===== src/rtl/operand_fetch.sv =====
// rtl/operand_fetch.sv - issue stage: register file, flags, scoreboard, bypass, ALU operand drive
// Optional build macro R0_ZERO_EN: r0 is hardwired to zero and never tracked as pending.
module operand_fetch #(
  parameter int WIDTH       = 32,
  parameter int OPCODE      = 4,
  parameter int REGS_CODING = 3,
  parameter int FLAGS       = 4
) (
  input  logic                   clk,
  input  logic                   rst_n,
  input  logic                   in_valid,
  output logic                   in_ready,
  input  logic [OPCODE-1:0]      in_opcode,
  input  logic [REGS_CODING-1:0] in_dest,
  input  logic [REGS_CODING-1:0] in_src1,
  input  logic [REGS_CODING-1:0] in_src2,
  input  logic [WIDTH-1:0]       in_imm,
  input  logic                   in_use_imm,
  input  logic                   in_wr_dest,
  input  logic                   in_wr_flags,
  input  logic                   in_use_cin,
  output logic                   alu_en,
  output logic [OPCODE-1:0]      alu_opcode,
  output logic [REGS_CODING-1:0] alu_dest,
  output logic [WIDTH-1:0]       alu_op1,
  output logic [WIDTH-1:0]       alu_op2,
  output logic                   alu_cin,
  input  logic                   wb_en,
  input  logic [REGS_CODING-1:0] wb_dest,
  input  logic [WIDTH-1:0]       wb_result,
  input  logic                   wb_flags_en,
  input  logic [FLAGS-1:0]       wb_flags,
  output logic [FLAGS-1:0]       flags
);

  localparam int NREGS = 1 << REGS_CODING;
  localparam int CARRY = 0;

  logic [WIDTH-1:0]       rf_q [NREGS];
  logic [WIDTH-1:0]       rf_d [NREGS];
  logic [FLAGS-1:0]       flags_q, flags_d;
  logic [NREGS-1:0]       pend_q, pend_d;
  logic                   pend_f_q, pend_f_d;

  logic                   alu_en_q, alu_en_d;
  logic [OPCODE-1:0]      alu_opcode_q, alu_opcode_d;
  logic [REGS_CODING-1:0] alu_dest_q, alu_dest_d;
  logic [WIDTH-1:0]       alu_op1_q, alu_op1_d;
  logic [WIDTH-1:0]       alu_op2_q, alu_op2_d;
  logic                   alu_cin_q, alu_cin_d;

  logic [NREGS-1:0]       clr;
  logic [NREGS-1:0]       pend_eff;
  logic                   pend_f_eff;
  logic                   hazard;
  logic                   accept;
  logic                   wb_writable;
  logic                   dest_trackable;
  logic [WIDTH-1:0]       rd_op1, rd_op2;
  logic                   rd_cin;

`ifdef R0_ZERO_EN
  assign wb_writable    = (wb_dest != '0);
  assign dest_trackable = (in_dest != '0);
`else
  assign wb_writable    = 1'b1;
  assign dest_trackable = 1'b1;
`endif

  // A write-back landing this cycle retires its pending bit before the hazard check.
  always_comb begin
    clr = '0;
    if (wb_en) clr[wb_dest] = 1'b1;
  end

  assign pend_eff   = pend_q & ~clr;
  assign pend_f_eff = pend_f_q & ~wb_flags_en;

  assign hazard = pend_eff[in_src1]
                | (~in_use_imm & pend_eff[in_src2])
                | (in_wr_dest & pend_eff[in_dest])
                | ((in_use_cin | in_wr_flags) & pend_f_eff);

  assign in_ready = ~in_valid | ~hazard;
  assign accept   = in_valid & in_ready;

  always_comb begin
    rd_op1 = (wb_en && wb_dest == in_src1) ? wb_result : rf_q[in_src1];
    rd_op2 = (wb_en && wb_dest == in_src2) ? wb_result : rf_q[in_src2];
`ifdef R0_ZERO_EN
    if (in_src1 == '0) rd_op1 = '0;
    if (in_src2 == '0) rd_op2 = '0;
`endif
    if (in_use_imm) rd_op2 = in_imm;
    rd_cin = 1'b0;
    if (in_use_cin) rd_cin = wb_flags_en ? wb_flags[CARRY] : flags_q[CARRY];
  end

  always_comb begin
    rf_d = rf_q;
    if (wb_en && wb_writable) rf_d[wb_dest] = wb_result;
    flags_d = wb_flags_en ? wb_flags : flags_q;
  end

  // Set on accept is applied after clear so a same-index set/clear leaves the bit set.
  always_comb begin
    pend_d = pend_eff;
    if (accept && in_wr_dest && dest_trackable) pend_d[in_dest] = 1'b1;
    pend_f_d = pend_f_eff | (accept & in_wr_flags);
  end

  always_comb begin
    alu_en_d     = accept;
    alu_opcode_d = alu_opcode_q;
    alu_dest_d   = alu_dest_q;
    alu_op1_d    = alu_op1_q;
    alu_op2_d    = alu_op2_q;
    alu_cin_d    = alu_cin_q;
    if (accept) begin
      alu_opcode_d = in_opcode;
      alu_dest_d   = in_dest;
      alu_op1_d    = rd_op1;
      alu_op2_d    = rd_op2;
      alu_cin_d    = rd_cin;
    end
  end

  always_ff @(posedge clk or negedge rst_n) begin
    if (!rst_n) begin
      for (int i = 0; i < NREGS; i++) rf_q[i] <= '0;
      flags_q      <= '0;
      pend_q       <= '0;
      pend_f_q     <= 1'b0;
      alu_en_q     <= 1'b0;
      alu_opcode_q <= '0;
      alu_dest_q   <= '0;
      alu_op1_q    <= '0;
      alu_op2_q    <= '0;
      alu_cin_q    <= 1'b0;
    end else begin
      rf_q         <= rf_d;
      flags_q      <= flags_d;
      pend_q       <= pend_d;
      pend_f_q     <= pend_f_d;
      alu_en_q     <= alu_en_d;
      alu_opcode_q <= alu_opcode_d;
      alu_dest_q   <= alu_dest_d;
      alu_op1_q    <= alu_op1_d;
      alu_op2_q    <= alu_op2_d;
      alu_cin_q    <= alu_cin_d;
    end
  end

  assign alu_en     = alu_en_q;
  assign alu_opcode = alu_opcode_q;
  assign alu_dest   = alu_dest_q;
  assign alu_op1    = alu_op1_q;
  assign alu_op2    = alu_op2_q;
  assign alu_cin    = alu_cin_q;
  assign flags      = flags_q;

endmodule


===== config.mk =====
export PLATFORM = sky130hd
export DESIGN_NAME = operand_fetch
export DESIGN_NICKNAME = d
export VERILOG_FILES = /design/src/rtl/operand_fetch.sv
export SDC_FILE = /design/constraint.sdc
export NUM_CORES = 1
export LEC_CHECK = 0
export BUFFER_PORTS_ARGS = -buffer_cell sky130_fd_sc_hd__buf_2
export CAP_MARGIN = 20
export CORE_MARGIN = 4
export CORE_UTILIZATION = 31
export CTS_CLUSTER_SIZE = 12
export DETAILED_ROUTE_END_ITERATION = 6
export PLACE_DENSITY = 0.46
export SLEW_MARGIN = 25
export SYNTH_ARGS = -nofsm -noshare
export SYNTH_HDL_FRONTEND = slang
export SYNTH_SLANG_ARGS = --single-unit

===== constraint.sdc =====
create_clock -name clk -period 2.15 [get_ports clk]
set_clock_uncertainty 0.05 [all_clocks]
set_input_delay 0.1075 -clock clk [delete_from_list [all_inputs] [get_ports clk]]
set_output_delay 0.1075 -clock clk [all_outputs]
set_load 0.02 [all_outputs]

==> results by group <==
Placement
  • Post-DP HPWL: 34200 um
  • Port Buf Inserts: 170
  • Gpl congestion: 0.781
  • Post-Place Setup Slack: -0.570 ns

STA
  • Slew Limit Fails: 0
  • Final hold vios: 0
  • RSZ-0062 raised after global routing: yes
  • Hold WS: 0.0362 ns
  • Fin crit share: 1.15
  • Max Fclk: 0.406 GHz
  • Relative slew slack: 0.497
  • Final setup margin: -0.316 ns
  • Final setup fails: 82
  • Min cycle time layout: 2.47 ns
  • Worst Tran Pin Value: 0.755 ns

Synthesis
  • Syn_nets: 1506
  • Post-Synth XOR/XNOR Area: 0.00288
  • Synth warn: 0
  • Post-synth top area cell: dfrtp_1
  • Syn Std Cell Area: 18200 um2
  • Simple-gate portion of the synthesized area: 0.0769
  • Compound-Gate Fraction of Synth Area: 0.0395
  • Mux contribution to synthesized area: 0.374
  • Seq/Total Area, Yosys: 0.470
  • Post-Synth Adder-Cell Area: 0
  • Syn Area/Cell: 12.9 um2
  • Mapped Cells: 1413
  • Synth top area cells: dfrtp_1 (47%), mux4_2 (16%), mux2_2 (12%)
  • Synth top area share: 0.470
  • Number of distinct library cells after synthesis: 43
  • Synthesis-stage register bit count: 342
  • Main combinational cell family by area after synthesis: multiplexers

Critical path
  • Crit Path Max Fanout: 14
  • CP Data Required Time: 2.54 ns
  • Worst setup SP type: flop
  • Critical Path AT: 2.85 ns
  • Crit Path Category: reg -> reg
  • Crit end category: flop

Global routing
  • GR Overflow Total: 0
  • Global-route wire length before repair: 85400 um
  • Vias in the first global route: 13700
  • Initial antenna violation count: 1
  • GRT Total Usage: 0.174
  • Largest net degree at the start of global routing: 65

Clocking
  • CTS sink count: 342
  • TritonCTS clock tree: built
  • CTS Buf Count: 42
  • H-tree depth: 2
  • Worst-path clk slew: 0.06 ns
  • Worst skew pair latency: 0.56 ns
  • Clk buf depth: 3
  • CTS root buf: clkbuf_16

Finish
  • Most common cell after layout, fill and taps aside: dfrtp_1
  • Share of cells above drive strength 1: 0.456
  • Diodes inserted: 0
  • Commonest cells after routing, fill and taps aside: dfrtp_1 (342), nand2_1 (268), mux2_2 (196)
  • Util after Layout: 0.401
  • Nets@finish: 1797
  • Area Overhead vs Synth: 27.6%

Die
  • Core area: 57900 um2
  • Row cnt: 88
  • Initial core utilization: 0.315
  • Die Area: 62700 um2
  • Die Wd: 250 um
  • # IOs: 171
  • Die Y: 250 um

Min path
  • Hold Crit Class: in -> async

Pwr
  • Switching power: 7.05 mW
  • Tot Pwr: 23.8 mW
  • Leakage power of the design: 10.5 nW
  • Switching share of total power: 0.297
  • Comb power frac: 0.293
  • IR drop worst, VDD: 0.583 mV
  • Internal power: 16.7 mW
  • Clock network power share: 0.317
  • Share of power burned in registers: 0.390
  • Pwr dens: 1020 nW/um2

Routing
  • DR iter-0 viols: 574
  • Drt via density: 5.02
  • Post-Route WL: 55000 um
  • DR WL/cell: 22.0 um
  • Vias: 12500
  • Final ANT Viol Nets: 0
  • DR DRC count: 0
  • Drt first pass iters: 5

Outcome
  • Failing checks: negative setup slack
  • Outcome: finished, violations left

Run
  • Max-cap viol count: 0
critical path: stages (launching register included):
cell	delay [ns]
dfrtp_1	0.44
nand2_1	0.10
o32ai_2	0.09
o31ai_1	0.22
and4b_2	0.29
nor4b_4	0.39
buf_12	0.27
buf_12	0.20
mux2_4	0.30
final timing paths:
kind / from / to / slack, ns / depth (start not counted)
setup / recovery: pend_q[1] / alu_op1[26] / -0.32 / 8
hold / removal: rst_n / rf_q[252] / 0.04 / 2
setup reg to reg: pend_q[1] / alu_op1[26] / -0.32 / 8
hold reg to reg: rf_q[182] / rf_q[182] / 0.44 / 2
max in group asynchronous: rst_n / alu_op1[15] / 1.23 / 4
min in group clk: in_imm[0] / alu_op2[0] / 0.08 / 4
stage by stage:
step | instance area [um2] | TNS [ns] | instances
finish | 23300 | -21.14 | 2499
global route | 23300 | -27.05 | 2499
CTS | 23100 | -16.60 | 2497
detailed placement | 20800 | -41.81 | 2335
global placement | 20800 | -34.40 | 2335
floorplan | 18200 | -7.74 | 1413
registers in the layout, indices dropped and copies added, names as in the netlist:
name / cells
alu_op1: 32
alu_cin: 1
alu_dest: 3
pend_q: 8
pend_f_q: 1
rf_q: 256
alu_op2: 32
alu_en: 1
alu_opcode: 4
flags: 4
synthesized netlist by cell type:
master     number
dfrtp_1       342
nand2_1       270
mux2_2        198
mux4_2        129
clkbuf_1       96
mux2_4         69
o21ai_0        67
mux2i_1        65
nor2_1         39
a21oi_1        33
buf_2          17
buf_1          15
buf_8           7
inv_1           7
a22o_1          6
xnor2_1         6
nor3_1          4
o32ai_1         4
nand4b_2        3
nor4bb_1        3
o31ai_1         3
a31oi_1         2
and4b_1         2
buf_4           2
buf_6           2
nand2b_1        2
nand4_1         2
nor2b_1         2
o2bb2ai_1       2
a2111oi_4       1
a21o_1          1
a311oi_1        1
a32o_1          1
a32oi_1         1
and4bb_2        1
nand3_1         1
nand4_2         1
nand4bb_1       1
nor4b_1         1
nor4b_2         1
nor4b_4         1
o211ai_1        1
o31a_1          1
power by group through the flow:
stage,combinational (mW),clock [mW],sequential [mW]
after floorplan,3.96,0,9.83
after global placement,6.71,0,9.32
after detailed placement,6.80,0,9.37
after CTS,6.99,7.80,9.28
after global routing,7.53,8.04,9.50
final,6.97,7.52,9.27
cell families after synthesis:
group	after synthesis
buf+inv	146
mux	461
xor+xnor	6
flops	342
compound gates	124
simple gates	334
final cells by class:
| type | count | area [um2] |
|---|---|---|
| fill | 5566 | 34700 |
| timing repair buffer | 386 | 3100 |
| sequential | 342 | 8560 |
| clock inverter | 15 | 231 |
| clock buffer | 59 | 1240 |
| multi-input combinational | 925 | 9140 |
| tap | 765 | 957 |
| inverter | 7 | 26.3 |
what timing repair did:
| action | CTS | global route |
|---|---|---|
| gates resized for setup | 10 | 19 |
| pin swaps | 4 | 4 |
| setup endpoints to repair | 82 | 83 |
| endpoints found under the hold margin | 583 | 0 |
| buffers inserted | 5 | 1 |
| cloned | 0 | 1 |
| hold buffers | 84 | 0 |
metal layers:
layer | vias to the layer above | GRT usage | wire, um
li1 | 5681 | - | -
met1 | 6534 | 0.241 | 25200
met2 | 260 | 0.293 | 26600
met3 | 70 | 0.0239 | 2110
met4 | 0 | 0.0403 | 1090
met5 | - | 0 | 0
(Power assumes the default switching activity.)
